## config.mk

```make
export PLATFORM = sky130hd
export DESIGN_NAME = urv_divide_flat
export DESIGN_NICKNAME = d
export VERILOG_FILES = /design/src/rtl/urv_divide_if.sv /design/src/rtl/urv_divide.sv /design/src/flat_wrapper.sv
export SDC_FILE = /design/constraint.sdc
export NUM_CORES = 1
export LEC_CHECK = 0
export ABC_AREA = 1
export BUFFER_PORTS_ARGS = -buffer_cell sky130_fd_sc_hd__buf_4
export CORE_AREA = 2 2 182 184
export DETAILED_ROUTE_END_ITERATION = 10
export DIE_AREA = 0 0 184 186
export SLEW_MARGIN = 20
export SYNTH_ARGS = -nofsm -noshare
export SYNTH_HDL_FRONTEND = slang
export SYNTH_SLANG_ARGS = --single-unit
```

## constraint.sdc

```tcl
create_clock -name clk_i -period 8.05 [get_ports clk_i]
set_clock_uncertainty 0.1 [all_clocks]
set_input_delay 1.2075 -clock clk_i [delete_from_list [all_inputs] [get_ports clk_i]]
set_output_delay 1.2075 -clock clk_i [all_outputs]
set_load 0.05 [all_outputs]
```

## src/rtl/urv_divide_if.sv

```systemverilog
// rtl/urv_divide_if.sv - execute-stage handshake bundle for the iterative divider
//
// Groups the operand, control and result signals that pass between execute
// and urv_divide. Signal names keep the core's _i/_o suffixes as seen from
// the divider.
//   master : execute side; drives stall/start/kill/operands, reads results
//   slave  : divider side; reads stall/start/kill/operands, drives results
// Parameter DIV_FUN_W is the width of the funct3 field d_fun_i.
interface urv_divide_if #(
    parameter int DIV_FUN_W = 3
);
    logic                 x_stall_i;
    logic                 start_i;
    logic                 kill_i;
    logic [31:0]          d_rs1_i;
    logic [31:0]          d_rs2_i;
    logic [DIV_FUN_W-1:0] d_fun_i;
    logic                 busy_o;
    logic                 done_o;
    logic [31:0]          q_o;

    modport master (
        output x_stall_i, start_i, kill_i, d_rs1_i, d_rs2_i, d_fun_i,
        input  busy_o, done_o, q_o
    );

    modport slave (
        input  x_stall_i, start_i, kill_i, d_rs1_i, d_rs2_i, d_fun_i,
        output busy_o, done_o, q_o
    );
endinterface

```

## src/rtl/urv_divide.sv

```systemverilog
// rtl/urv_divide.sv - iterative 32-bit RV32M DIV/DIVU/REM/REMU divider
//
// Ports:
//   clk_i : clock, rising edge
//   rst_i : asynchronous active-high reset
//   bus   : urv_divide_if.slave (stall, start, kill, rs1, rs2, funct3 in;
//           busy, done, q out)
// Restoring division, one quotient bit per cycle:
//   IDLE -> PREP -> ITER x32 -> FIX -> DONE
// Optional build macro URV_DIV_EARLY_OUT_EN: divide-by-zero and signed
// overflow finish straight from IDLE/DONE into DONE without raising busy.
module urv_divide (
    input  logic         clk_i,
    input  logic         rst_i,
    urv_divide_if.slave  bus
);

    typedef enum logic [2:0] {
        S_IDLE = 3'd0,
        S_PREP = 3'd1,
        S_ITER = 3'd2,
        S_FIX  = 3'd3,
        S_DONE = 3'd4
    } state_t;

    state_t      r_state;
    logic [4:0]  r_cnt;
    logic [31:0] r_a;       // dividend, becomes the quotient as bits shift in
    logic [31:0] r_b;       // divisor
    logic [31:0] r_r;       // partial remainder
    logic [31:0] r_rs1;     // original dividend, needed for the div-by-zero remainder
    logic        r_signed;
    logic        r_rem;
    logic        r_div0;
    logic        r_ovf;
    logic        r_sign_q;
    logic        r_sign_r;
    logic        r_busy;
    logic        r_done;
    logic [31:0] r_q;

    logic        w_signed_in;
    logic        w_div0_in;
    logic        w_ovf_in;
    logic [32:0] w_shift;
    logic [32:0] w_sub;
    logic        w_ge;
    logic [31:0] w_quo;
    logic [31:0] w_remd;
    logic [31:0] w_fix_res;

    assign w_signed_in = ~bus.d_fun_i[0];
    assign w_div0_in   = (bus.d_rs2_i == 32'd0);
    assign w_ovf_in    = w_signed_in && (bus.d_rs1_i == 32'h8000_0000)
                                     && (bus.d_rs2_i == 32'hFFFF_FFFF);

`ifdef URV_DIV_EARLY_OUT_EN
    logic [31:0] w_early_res;
    assign w_early_res = bus.d_fun_i[1] ? (w_div0_in ? bus.d_rs1_i : 32'd0)
                                        : (w_div0_in ? 32'hFFFF_FFFF : 32'h8000_0000);
`endif

    // A 33-bit compare is needed: once r[31] is set the shifted value
    // exceeds any 32-bit divisor.
    assign w_shift = {r_r, r_a[31]};
    assign w_ge    = (w_shift >= {1'b0, r_b});
    assign w_sub   = w_shift - {1'b0, r_b};

    always_comb begin
        w_quo  = (r_signed && r_sign_q) ? -r_a : r_a;
        w_remd = (r_signed && r_sign_r) ? -r_r : r_r;
        if (r_div0) begin
            w_quo  = 32'hFFFF_FFFF;
            w_remd = r_rs1;
        end else if (r_ovf) begin
            w_quo  = 32'h8000_0000;
            w_remd = 32'd0;
        end
        w_fix_res = r_rem ? w_remd : w_quo;
    end

    always_ff @(posedge clk_i or posedge rst_i) begin
        if (rst_i) begin
            r_state  <= S_IDLE;
            r_cnt    <= 5'd0;
            r_a      <= 32'd0;
            r_b      <= 32'd0;
            r_r      <= 32'd0;
            r_rs1    <= 32'd0;
            r_signed <= 1'b0;
            r_rem    <= 1'b0;
            r_div0   <= 1'b0;
            r_ovf    <= 1'b0;
            r_sign_q <= 1'b0;
            r_sign_r <= 1'b0;
            r_busy   <= 1'b0;
            r_done   <= 1'b0;
            r_q      <= 32'd0;
        end else if (bus.kill_i) begin
            // Kill wins over stall and start; the result register is left alone.
            r_state <= S_IDLE;
            r_busy  <= 1'b0;
            r_done  <= 1'b0;
        end else if (!bus.x_stall_i) begin
            case (r_state)
                S_IDLE, S_DONE: begin
                    r_state <= S_IDLE;
                    r_done  <= 1'b0;
                    if (bus.start_i) begin
                        r_a      <= bus.d_rs1_i;
                        r_b      <= bus.d_rs2_i;
                        r_rs1    <= bus.d_rs1_i;
                        r_signed <= w_signed_in;
                        r_rem    <= bus.d_fun_i[1];
                        r_div0   <= w_div0_in;
                        r_ovf    <= w_ovf_in;
`ifdef URV_DIV_EARLY_OUT_EN
                        if (w_div0_in || w_ovf_in) begin
                            r_q     <= w_early_res;
                            r_state <= S_DONE;
                            r_done  <= 1'b1;
                        end else
`endif
                        begin
                            r_state <= S_PREP;
                            r_busy  <= 1'b1;
                        end
                    end
                end
                S_PREP: begin
                    r_sign_q <= r_a[31] ^ r_b[31];
                    r_sign_r <= r_a[31];
                    r_a      <= (r_signed && r_a[31]) ? -r_a : r_a;
                    r_b      <= (r_signed && r_b[31]) ? -r_b : r_b;
                    r_r      <= 32'd0;
                    r_cnt    <= 5'd31;
                    r_state  <= S_ITER;
                end
                S_ITER: begin
                    r_r <= w_ge ? w_sub[31:0] : w_shift[31:0];
                    r_a <= {r_a[30:0], w_ge};
                    if (r_cnt == 5'd0) begin
                        r_state <= S_FIX;
                    end else begin
                        r_cnt <= r_cnt - 5'd1;
                    end
                end
                S_FIX: begin
                    r_q     <= w_fix_res;
                    r_busy  <= 1'b0;
                    r_done  <= 1'b1;
                    r_state <= S_DONE;
                end
                default: begin
                    r_state <= S_IDLE;
                    r_busy  <= 1'b0;
                    r_done  <= 1'b0;
                end
            endcase
        end
    end

    assign bus.busy_o = r_busy;
    assign bus.done_o = r_done;
    assign bus.q_o    = r_q;

endmodule
```

## src/flat_wrapper.sv

```systemverilog
// flat-port wrapper written by rule: the top's interface ports become plain ports
module urv_divide_flat 
  (clk_i, rst_i, bus_x_stall_i, bus_start_i, bus_kill_i, bus_d_rs1_i, bus_d_rs2_i, bus_d_fun_i, bus_busy_o, bus_done_o, bus_q_o);
  urv_divide_if bus_i ();
  input  logic clk_i;
  input  logic rst_i;
  input wire logic [$bits(bus_i.x_stall_i)-1:0] bus_x_stall_i;
  input wire logic [$bits(bus_i.start_i)-1:0] bus_start_i;
  input wire logic [$bits(bus_i.kill_i)-1:0] bus_kill_i;
  input wire logic [$bits(bus_i.d_rs1_i)-1:0] bus_d_rs1_i;
  input wire logic [$bits(bus_i.d_rs2_i)-1:0] bus_d_rs2_i;
  input wire logic [$bits(bus_i.d_fun_i)-1:0] bus_d_fun_i;
  output wire logic [$bits(bus_i.busy_o)-1:0] bus_busy_o;
  output wire logic [$bits(bus_i.done_o)-1:0] bus_done_o;
  output wire logic [$bits(bus_i.q_o)-1:0] bus_q_o;
  assign bus_i.x_stall_i = bus_x_stall_i;
  assign bus_i.start_i = bus_start_i;
  assign bus_i.kill_i = bus_kill_i;
  assign bus_i.d_rs1_i = bus_d_rs1_i;
  assign bus_i.d_rs2_i = bus_d_rs2_i;
  assign bus_i.d_fun_i = bus_d_fun_i;
  assign bus_busy_o = bus_i.busy_o;
  assign bus_done_o = bus_i.done_o;
  assign bus_q_o = bus_i.q_o;
  urv_divide u_core (.clk_i(clk_i), .rst_i(rst_i), .bus(bus_i));
endmodule
```

# == After elaboration in Yosys (flattened, before gate mapping) ==
# Index checks and enable logic that the tools add are counted.
# totals
register_bits,176
output_inout_bits,34
inputBits,72
# classes
n_lt_le_gt_ge,1
bitwise,4
n_reduce_logical,24
muxes,29
n_addsub,5
eq_ne,14
# op_table
op,n
$mux W32,12
$pmux W32 S2,2
$neg A32 Y32,3
$pmux W32 S3,1
$eq A32 B32 Y1 const B,2
$ge A33 B32 Y1,1
$logic_not A32 Y1,1
$sub A32 B32 Y32,1
$pmux W3 S4,1
$reduce_and A3 Y1,4
$pmux W5 S2,1
$reduce_and A5 Y1,2
$mux W3,3
$ne A2 B1 Y1 const B,4
$reduce_and A4 Y1,2
$eq A3 B2 Y1 const B,2
$logic_and A1 B1 Y1,6
$mux W1,6
$logic_not A5 Y1,1
$mux W5,1
$sub A5 B1 Y5 const B,1
$ne A2 B2 Y1 const B,2
$pmux W1 S2,2
$reduce_and A2 Y1,2
other kinds (10),14

# == Longest topological paths before layout ==
# Gate-level depths: netlist of run 1.
# logic_depth
ltp_word,5
depth_mapped,16
mapped_depth_nobuf,15

# == Worst setup path before layout of run 1 ==
# Ideal clock, no wire load.
# synth_path
path_type,input to register
startpoint,input port bus_kill_i
endpoint,register u_core.r_a[22]
cell_stages,9
t_arrival_ns,2.278
path_buffers,1
path_slack_ns,5.535
required_ns,7.813
path_cell_list,inv_1 nand2_1 inv_1 o21ai_1 nand3b_2 inv_2 buf_2 o221ai_1 a2bb2oi_1
# synth_between
elab_chain_len,2
# synth_rtl
item,line_no,source
start: declaration,flat_wrapper.sv:9,input wire logic [$bits(bus_i.kill_i)-1:0] bus_kill_i;
$not A1 Y1 (no source line),--,
$reduce_and A5 Y1 (no source line),--,
end signal: assignment,urv_divide.sv:110,r_a <= bus.d_rs1_i;
end signal: assignment,urv_divide.sv:133,r_a <= (r_signed && r_a[31]) ? -r_a : r_a;
end signal: assignment,urv_divide.sv:141,"r_a <= {r_a[30:0], w_ge};"
end: declaration,urv_divide.sv:28,logic [31:0] r_a;
# Every way passes these cells.
# A chain may end at the register's enable or synchronous reset.

# == Final worst setup path of run 1 ==
# layout_path
startpoint,register u_core.r_state[1]
endpoint,register u_core.r_a[28]
# layout_between
elab_chain_len,4
elab_cells_between_ends,10
cone_classes,eq/ne: 5; mux: 1; reduce/logical: 4
# layout_rtl
item,line_no,source
start: declaration,urv_divide.sv:26,state_t r_state;
start signal: assignment,urv_divide.sv:84,r_state <= S_IDLE;
start signal: assignment,urv_divide.sv:101,r_state <= S_IDLE;
start signal: assignment,urv_divide.sv:107,r_state <= S_IDLE;
$eq A3 B3 Y1 or $logic_not A3 Y1 (tied branches),urv_divide.sv:105,case (r_state)
$reduce_or A2 Y1,urv_divide.sv:105,
$ne A2 B2 Y1 (no source line) or $reduce_bool A3 Y1 (tied branches),--,
$reduce_and A5 Y1 (no source line),--,
# Several ways; a longest one is shown, not always the timed one.

==> impl_metrics.json, run 1 <==
{
  "outcome": "finished clean",
  "final_area_sq_um": 15700,
  "first_global_vias": 14200,
  "synth.top_cells.by_count": "631 x nand2_1, 277 x inv_1, 220 x nor2_1",
  "hold_viol": 0,
  "cp_max_fo": 53,
  "syn_area_sq_um": 14100,
  "netlist.area_leader.share": 0.313,
  "yosys-top-cells-area": "dfrtp_1 31%, nand2_1 17%, inv_1 7.4%",
  "finalMaxSlewViolations": 0,
  "cts_repair_resize_count": 0,
  "tns_ns": 0,
  "viasPerCell": 5.68,
  "ys.flop_type": "dfrtp_1",
  "yosys_warnings": 0,
  "slew_headroom": 0.249,
  "root_buffer": "clkbuf_16",
  "synthAdderAreaFrac": 0.0343,
  "synthSimpleGateAreaFrac": 0.361,
  "ant_nets": 0,
  "core_sq_um": 32200,
  "postCtsSetupRepairBufs": 0,
  "synth_edf_count": 0,
  "io_buffer_count": 104,
  "ctsHtreeMaxLevel": 4,
  "syn_inst": 2209,
  "synth.most_common_cell": "nand2_1",
  "cp-start-kind": "register",
  "place_congestion": 0.940,
  "io_pins": 106,
  "path_clk_slew_ns": 0.07,
  "die_w_um": 184,
  "synthXorXnorAreaFrac": 0.0261,
  "wl_per_cell_um": 19.4,
  "drtIter0Drc": 1612,
  "syn_nets": 2319,
  "n_antenna_cell": 0,
  "synth-compound-area-share": 0.159,
  "synthArstFlopShare": 1.00,
  "drtPass1Iterations": 5,
  "tightest_slew_ns": 1.13,
  "antenna_found_initial": 0,
  "fin_hold_ws_ns": 0.380,
  "rsz0062_at_grt": "false",
  "yosys.area.top_type": "dfrtp_1",
  "post-route-period-util": 0.482,
  "cts.sinks": 176,
  "hp-class": "register to register",
  "synth_cell_types": 53,
  "wirelength_um": 52100,
  "dp_hpwl_um": 39600,
  "synth_top_family_by_area": "simple AND/OR/NAND/NOR gates",
  "gr-usage-all-layers": 0.311,
  "power_per_cell_area_nw_per_um2": 428,
  "area_growth_pct": 11.3,
  "cts_hold_buf": 0,
  "critPathArrivalTime_ns": 4.15,
  "grt_overflow": 0,
  "final.min_clock_period_ns": 3.88,
  "p_leak_nw": 7.99,
  "drv_cap": 0,
  "cts_tree": "done",
  "grt_pass1_wl_um": 81000,
  "vias": 15200,
  "initial_utilization": 0.437,
  "ff_latch_area_sq_um": 4400,
  "clk_path_buf_depth": 2,
  "final_nets": 2373,
  "timing.fmax_mhz": 258,
  "syn_avg_cell_area_sq_um": 6.37,
  "dieArea_sq_um": 34200,
  "dpl_cell_area_sq_um": 15100,
  "ys_seq_area_frac": 0.313,
  "setup_violations": 0,
  "multiInputGateArea_sq_um": 8180,
  "layout-drive-gt1-share": 0.0888,
  "rows": 66,
  "grt_max_degree": 75,
  "ys_seq_elements": 176,
  "layout_setup_ws_ns": 4.17,
  "dieHeight_um": 186,
  "synth_mux_area_frac": 0,
  "criticalPathCategory": "register to register",
  "cts_made_buffers": 17,
  "required_ns": 8.31,
  "dpl_worst_slack_ns": 3.99,
  "ir_worst_vdd_v": 0.000218,
  "n_fill_cell": 3460,
  "cp-end-kind": "register",
  "insertion_delay_ns": 0.46,
  "drc": 0
}
-- final cells by class --
cell class,count,share of cell area
Clock inverter,13,0.00975
Sequential cell,176,0.281
Clock buffer,19,0.0283
Inverter,299,0.0722
Multi-Input combinational cell,1657,0.522
Tap cell,408,0.0326
Timing Repair Buffer,112,0.0537
-- worst paths after layout --
| path | from | end | slack [ns] | depth (start not counted) |
|---|---|---|---|---|
| min in group asynchronous | rst_i | u_core.r_rs1[15] | 0.77 | 2 |
| setup / recovery | u_core.r_state[1] | u_core.r_a[28] | 4.17 | 8 |
| hold reg to reg | u_core.r_rs1[10] | u_core.r_rs1[10] | 0.38 | 2 |
| setup reg to reg | u_core.r_state[1] | u_core.r_a[28] | 4.17 | 8 |
| max in group asynchronous | rst_i | u_core.r_a[7] | 5.72 | 3 |
| hold / removal | u_core.r_rs1[10] | u_core.r_rs1[10] | 0.38 | 2 |
-- where the power goes --
group | switching, W | leakage [nW] | internal, W | total (W)
logic | 0.00288 | 5.51 | 0.00126 | 0.00414
clock network | 0.000406 | 0.275 | 0.000472 | 0.000878
registers | 0.000410 | 2.20 | 0.00128 | 0.00169
total | 0.00370 | 7.99 | 0.00301 | 0.00670
-- placed cells by master (no fill, tap or decap), drive strengths merged, types with 8 or more instances in the layout --
master    n
ha       37
inv     296
xor2     27
nand3b   10
o221ai    8
nor4     20
nand3   202
dfrtp   176
clkinv    9
o21ai   183
nor2    235
xnor2    15
a221oi    8
buf     112
o22ai    26
a31oi    10
nand2   641
nand4    44
nor3     21
clkbuf   19
a22oi    11
o211ai   14
a21oi   121
-- kinds of logic after synthesis --
family                     count (synthesis)
AOI/OAI and AO/OA                        401
xor gates and xnor gates                  42
adders and majority gates                 38
buffers and inverters                    376
DFF                                      176
and+or+nand+nor                         1176
-- metrics by stage --
stage               power, W  std cells  utilization
detailed placement   0.00574       2652        0.468
global route         0.00726       2684        0.486
finish               0.00670       2684        0.486
CTS                  0.00664       2684        0.486
floorplan            0.00453       2209            -
global placement     0.00570       2652        0.468
-- registers in the layout, summed over array words and instances, names as in the netlist, 3 cells and up --
signal and cells:
u_core.bus.q_o 32, u_core.r_a 32, u_core.r_b 32, u_core.r_r 32, u_core.r_rs1 32, u_core.r_cnt 5, u_core.r_state 3
-- metal layers --
metal | GRT usage | share of wire | wire, um
met1 | 0.445 | 0.46 | 23700
met2 | 0.486 | 0.45 | 23200
met3 | 0.0460 | 0.074 | 3860
met4 | 0.0886 | 0.023 | 1220
met5 | 0 | 0 | 0
-- critical path: stages, from the launching register on --
cell,delay [ns]
dfrtp_1,0.42
inv_2,0.10
nand3_4,0.56
inv_4,0.75
o21ai_0,0.25
nand3b_2,0.70
inv_2,0.45
o221ai_1,0.21
a2bb2oi_1,0.20
Note: power is estimated with default switching activity, not from simulation.
==> inputs of run 2 (changes only) <==
Clock period 8.05 ns to 3.6 ns, I/O delays scaled along.
==> run 2 against run 1 <==
  * Routed wire length fell by 0.25%
  * Via count rose by 1.2%
  * Critical path depth rose by 6
  * Hold slack got worse by 0.26 ns
  * Total power rose by 130%
  * Combinational power rose by 120%
==> impl_metrics.json, run 2 (synthesis gave the netlist of run 1 again) <==
{
  "post-route-period-util": 0.781,
  "grt_use_met3": 0.0661,
  "final_nets": 2394,
  "io_pins": 106,
  "cp_max_fo": 7,
  "grt_pass1_wl_um": 80800,
  "worstSetupStartpoint": "u_core.r_a[31]",
  "wirelength_um": 51900,
  "postCtsSetupRepairBufs": 0,
  "grt_overflow": 0,
  "rsz0062_at_grt": "false",
  "root_buffer": "clkbuf_16",
  "tightest_slew_ns": 0.788,
  "rows": 66,
  "place_congestion": 0.959,
  "path_clk_slew_ns": 0.08,
  "n_fill_cell": 3363,
  "criticalPathCategory": "register to register",
  "required_ns": 3.84,
  "cp_common_cell": "nand2_1",
  "viasPerCell": 5.70,
  "core_sq_um": 32200,
  "grt_max_degree": 64,
  "dp_hpwl_um": 40000,
  "cp-end-kind": "register",
  "final_area_sq_um": 15900,
  "ir_worst_vdd_v": 0.000465,
  "dpl_cell_area_sq_um": 15200,
  "layout_commonest_cell": "nand2_1",
  "utilization": 0.494,
  "drv_cap": 0,
  "finalMaxSlewViolations": 0,
  "final.min_clock_period_ns": 2.81,
  "met2_usage": 0.473,
  "drc": 0,
  "slowest_stage": "fa_1",
  "insertion_delay_ns": 0.46,
  "io_buffer_count": 104,
  "gr-usage-all-layers": 0.309,
  "tns_ns": 0,
  "busiest_layer": "met2",
  "cts_tree": "done",
  "n_antenna_cell": 0,
  "critPathArrivalTime_ns": 3.05,
  "outcome": "finished clean",
  "power_per_cell_area_nw_per_um2": 956,
  "use_met1": 0.432,
  "initial_utilization": 0.437,
  "clk_path_buf_depth": 2,
  "max_stage_delay_ns": 0.45,
  "r2r_start": "u_core.r_a[31]",
  "wl_per_cell_um": 19.2,
  "slew_headroom": 0.474,
  "p_leak_nw": 8.15,
  "hp-class": "input port to async pin",
  "first_global_vias": 14500,
  "cts.sinks": 176,
  "vias": 15400,
  "cts_hold_buf": 0,
  "ant_nets": 0,
  "cts_made_buffers": 17,
  "layout-drive-gt1-share": 0.0971,
  "path_cells": "inv_1, ha_1, inv_1, fa_1, nand3_1, nand3_1, nand3_1, nand2_1, nand2_1, nand3b_1, nand2_1, nand2_1, nand3_1, nand2_1",
  "ctsHtreeMaxLevel": 4,
  "timing.fmax_mhz": 355,
  "hold_viol": 0,
  "reg2reg_depth": 14,
  "die_w_um": 184,
  "cts_repair_resize_count": 0,
  "antenna_found_initial": 0,
  "cp-start-kind": "register",
  "setup_violations": 0,
  "drtPass1Iterations": 5,
  "most-common-layout-cells": "631 x nand2_1, 276 x inv_1, 220 x nor2_1, 194 x nand3_1, 176 x dfrtp_1",
  "dieArea_sq_um": 34200,
  "drtIter0Drc": 1590,
  "final_cells": 2705,
  "place_inst": 2673,
  "area_growth_pct": 13.0,
  "dieHeight_um": 186
}
run 2: layout make-up:
class                           instances  area [sq um]  area share
Multi-Input combinational cell       1657          8180       0.514
Sequential cell                       176          4400       0.277
Timing Repair Buffer                  133          1020      0.0643
Inverter                              299          1130      0.0710
Clock buffer                           20           457      0.0287
Clock inverter                         12           205      0.0129
Tap cell                              408           510      0.0321
run 2: stage by stage:
step | total power, W | worst slack, ns | hold WS, ns
floorplan | 0.0101 | 0.707 | 0.342
global placement | 0.0127 | 0.903 | 0.355
detailed placement | 0.0128 | 0.841 | 0.358
CTS | 0.0150 | 0.798 | 0.136
global route | 0.0164 | 0.595 | 0.168
finish | 0.0152 | 0.787 | 0.122
run 2: where the power goes:
part	internal, W	switching [W]	leakage, nW
Clock	0.00128	0.000894	0.323
Combinational	0.00286	0.00638	5.62
Sequential	0.00286	0.000930	2.20
run 2: layer usage:
layer,up-vias,share of wire
met5,-,0
met4,0,0.030
met3,94,0.091
met2,644,0.44
met1,7322,0.44
li1,7365,-
run 2: final timing paths:
path	slack (ns)	endpoint
min in group clk_i	0.20	u_core.r_rem
min	0.12	u_core.r_rs1[19]
min reg2reg	0.38	u_core.r_rs1[10]
max reg2reg	0.79	u_core.r_r[30]
max	0.79	u_core.r_r[30]
max in group asynchronous	2.44	u_core.r_cnt[0]
run 2: worst max-delay path: cells and delay by family, from the launching register on:
family,cells,cell delay (ns)
adder cells (fa/ha/maj),2,0.69
buffers and inverters,2,0.36
flip-flops,1,0.44
AND/OR/NAND/NOR,10,1.10
==> inputs of run 3 (changes only) <==
Clock period 3.6 ns to 2.4 ns, I/O delays scaled along.
==> run 3 against run 2 <==
  * Sequential cell count unchanged
  * Global-route usage up 0.95 points
  * Sequential power up 50%
  * Hold slack worse by 0.095 ns
  * Non-clock buffer count up 107
  * Routed wire length up 5.4%
  * Combinational power up 76%
  * Register-to-register slack worse by 0.69 ns
  * Critical path depth down 3
  * First-iteration DRC count up 2.9%
  * Sequential share of layout area down 2.1 points
  * Largest cell class unchanged
  * Highest routed layer is now met5
==> impl_metrics.json, run 3 (synthesis gave the netlist of run 1 again) <==
{
  "place_inst": 2763,
  "max_stage_delay_ns": 0.38,
  "cts_tree": "done",
  "cp_top_family": "simple AND/OR/NAND/NOR gates",
  "final_nets": 2502,
  "layout-drive-gt1-share": 0.163,
  "dpl_worst_slack_ns": -0.0289,
  "power_per_cell_area_nw_per_um2": 1450,
  "rows": 66,
  "grt_max_degree": 39,
  "slew_headroom": 0.505,
  "drtPass1Iterations": 6,
  "path_clk_slew_ns": 0.07,
  "vias": 15700,
  "initial_utilization": 0.437,
  "ctsHtreeMaxLevel": 4,
  "final_cells": 2813,
  "outcome": "finished clean",
  "most-common-layout-cells": "626 x nand2_1, 261 x inv_1, 225 x buf_4, 213 x nor2_1, 191 x nand3_1",
  "grt_pass1_wl_um": 82400,
  "dieHeight_um": 186,
  "required_ns": 2.63,
  "first_global_vias": 14400,
  "wirelength_um": 54700,
  "tns_ns": 0,
  "root_buffer": "clkbuf_16",
  "ant_nets": 0,
  "place_congestion": 0.966,
  "dp_hpwl_um": 42500,
  "cp-start-kind": "register",
  "ir_worst_vdd_v": 0.000780,
  "cp_max_fo": 4,
  "gr-usage-all-layers": 0.318,
  "core_sq_um": 32200,
  "dieArea_sq_um": 34200,
  "critPathArrivalTime_ns": 2.53,
  "antenna_found_initial": 1,
  "viasPerCell": 5.60,
  "path_cells": "inv_1, ha_1, nand3_1, nor2_4, buf_4, xor2_1, nand2_1, nand2_1, nand2_1, a21oi_1, nor2_1",
  "hold_viol": 0,
  "drc": 0,
  "die_w_um": 184,
  "cp-end-kind": "register",
  "timing.fmax_mhz": 435,
  "layout_commonest_cell": "nand2_1",
  "insertion_delay_ns": 0.45,
  "final.min_clock_period_ns": 2.30,
  "slowest_stage": "dfrtp_1",
  "n_fill_cell": 3315,
  "p_leak_nw": 8.70,
  "cts.sinks": 176,
  "setup_violations": 0,
  "tightest_slew_ns": 0.740,
  "hp-class": "input port to register",
  "drv_cap": 0,
  "wl_per_cell_um": 19.5,
  "criticalPathCategory": "register to register",
  "cts_made_buffers": 17,
  "grt_overflow": 0,
  "layout_setup_ws_ns": 0.101,
  "finalMaxSlewViolations": 0,
  "area_growth_pct": 22.3,
  "post-route-period-util": 0.958,
  "cp_common_cell": "nand2_1",
  "io_pins": 106,
  "clk_path_buf_depth": 2,
  "io_buffer_count": 104,
  "critical_path_buf_inv_count": 2,
  "drtIter0Drc": 1636
}
run 3: cell types whose count changed in the layout (fill, tap and decap cells not counted), moves of 3 or more:
cell / delta
a21oi_2: +3
buf_4: +94
ha_4: +27
buf_12: +11
nand3_2: +3
inv_2: +15
nand3_1: -3
nor2_2: +6
ha_1: -27
nand2_1: -5
inv_1: -15
nand2_2: +5
a21oi_1: -3
nor2_1: -7
run 3: where the power goes:
group | switching (W) | total, W | internal, W | leakage, nW
Combinational | 0.0105 | 0.0163 | 0.00589 | 6.21
Sequential | 0.00137 | 0.00567 | 0.00430 | 2.20
Clock | 0.00127 | 0.00293 | 0.00166 | 0.287
Total | 0.0131 | 0.0249 | 0.0118 | 8.70
run 3: final timing paths:
| kind | start | endpoint | slack, ns | depth (start not counted) |
|---|---|---|---|---|
| setup / recovery | u_core.r_a[0] | u_core.bus.q_o[10] | 0.10 | 11 |
| setup reg to reg | u_core.r_a[0] | u_core.bus.q_o[10] | 0.10 | 11 |
| min in group asynchronous | rst_i | u_core.bus.q_o[15] | 0.49 | 3 |
| hold reg to reg | u_core.r_rs1[10] | u_core.r_rs1[10] | 0.38 | 2 |
| hold / removal | bus_d_fun_i[1] | u_core.r_rem | 0.03 | 3 |
| max in group asynchronous | rst_i | u_core.r_b[19] | 1.04 | 4 |
run 3: routing by layer:
layer,GRT usage,part of all wire,up-vias
li1,-,-,7604
met1,0.452,0.45,7478
met2,0.488,0.45,586
met3,0.0667,0.080,71
met4,0.0902,0.022,2
met5,0,0.00024,-
run 3: final cells by class:
class / instances / area, sq um / share of cell area
multi-input combinational: 1658 / 8600 / 0.499
clock buffer: 21 / 450 / 0.0262
antenna: 1 / 2.50 / 0.000145
timing repair buffer: 240 / 1980 / 0.115
sequential: 176 / 4410 / 0.256
clock inverter: 10 / 135 / 0.00785
tap: 408 / 510 / 0.0296
inverter: 299 / 1130 / 0.0657
run 3: what timing repair did:
item,4_1_cts,5_1_grt
pin swaps,0,3
setup endpoints to repair,29,42
setup buffers,0,15
gates cloned,0,2
hold buffers,1,0
gates resized for setup,2,76
endpoints found under the hold margin,19,0
run 3: worst min-delay path: cells and delay by family:
family | cells | cell delay [ns]
AO/OA/AOI/OAI | 1 | 0.06
buffers and inverters | 1 | 0.08
AND/OR/NAND/NOR | 1 | 0.04
run 3: per-stage QoR:
stage	power, W	cell area, sq um	utilization	hold slack (ns)
after floorplan	0.0152	14100	-	0.342
after global placement	0.0205	16100	0.499	0.357
after detailed placement	0.0206	16100	0.499	0.360
after CTS	0.0236	16700	0.517	0.0191
after global routing	0.0268	17200	0.535	0.0423
final	0.0249	17200	0.535	0.0271
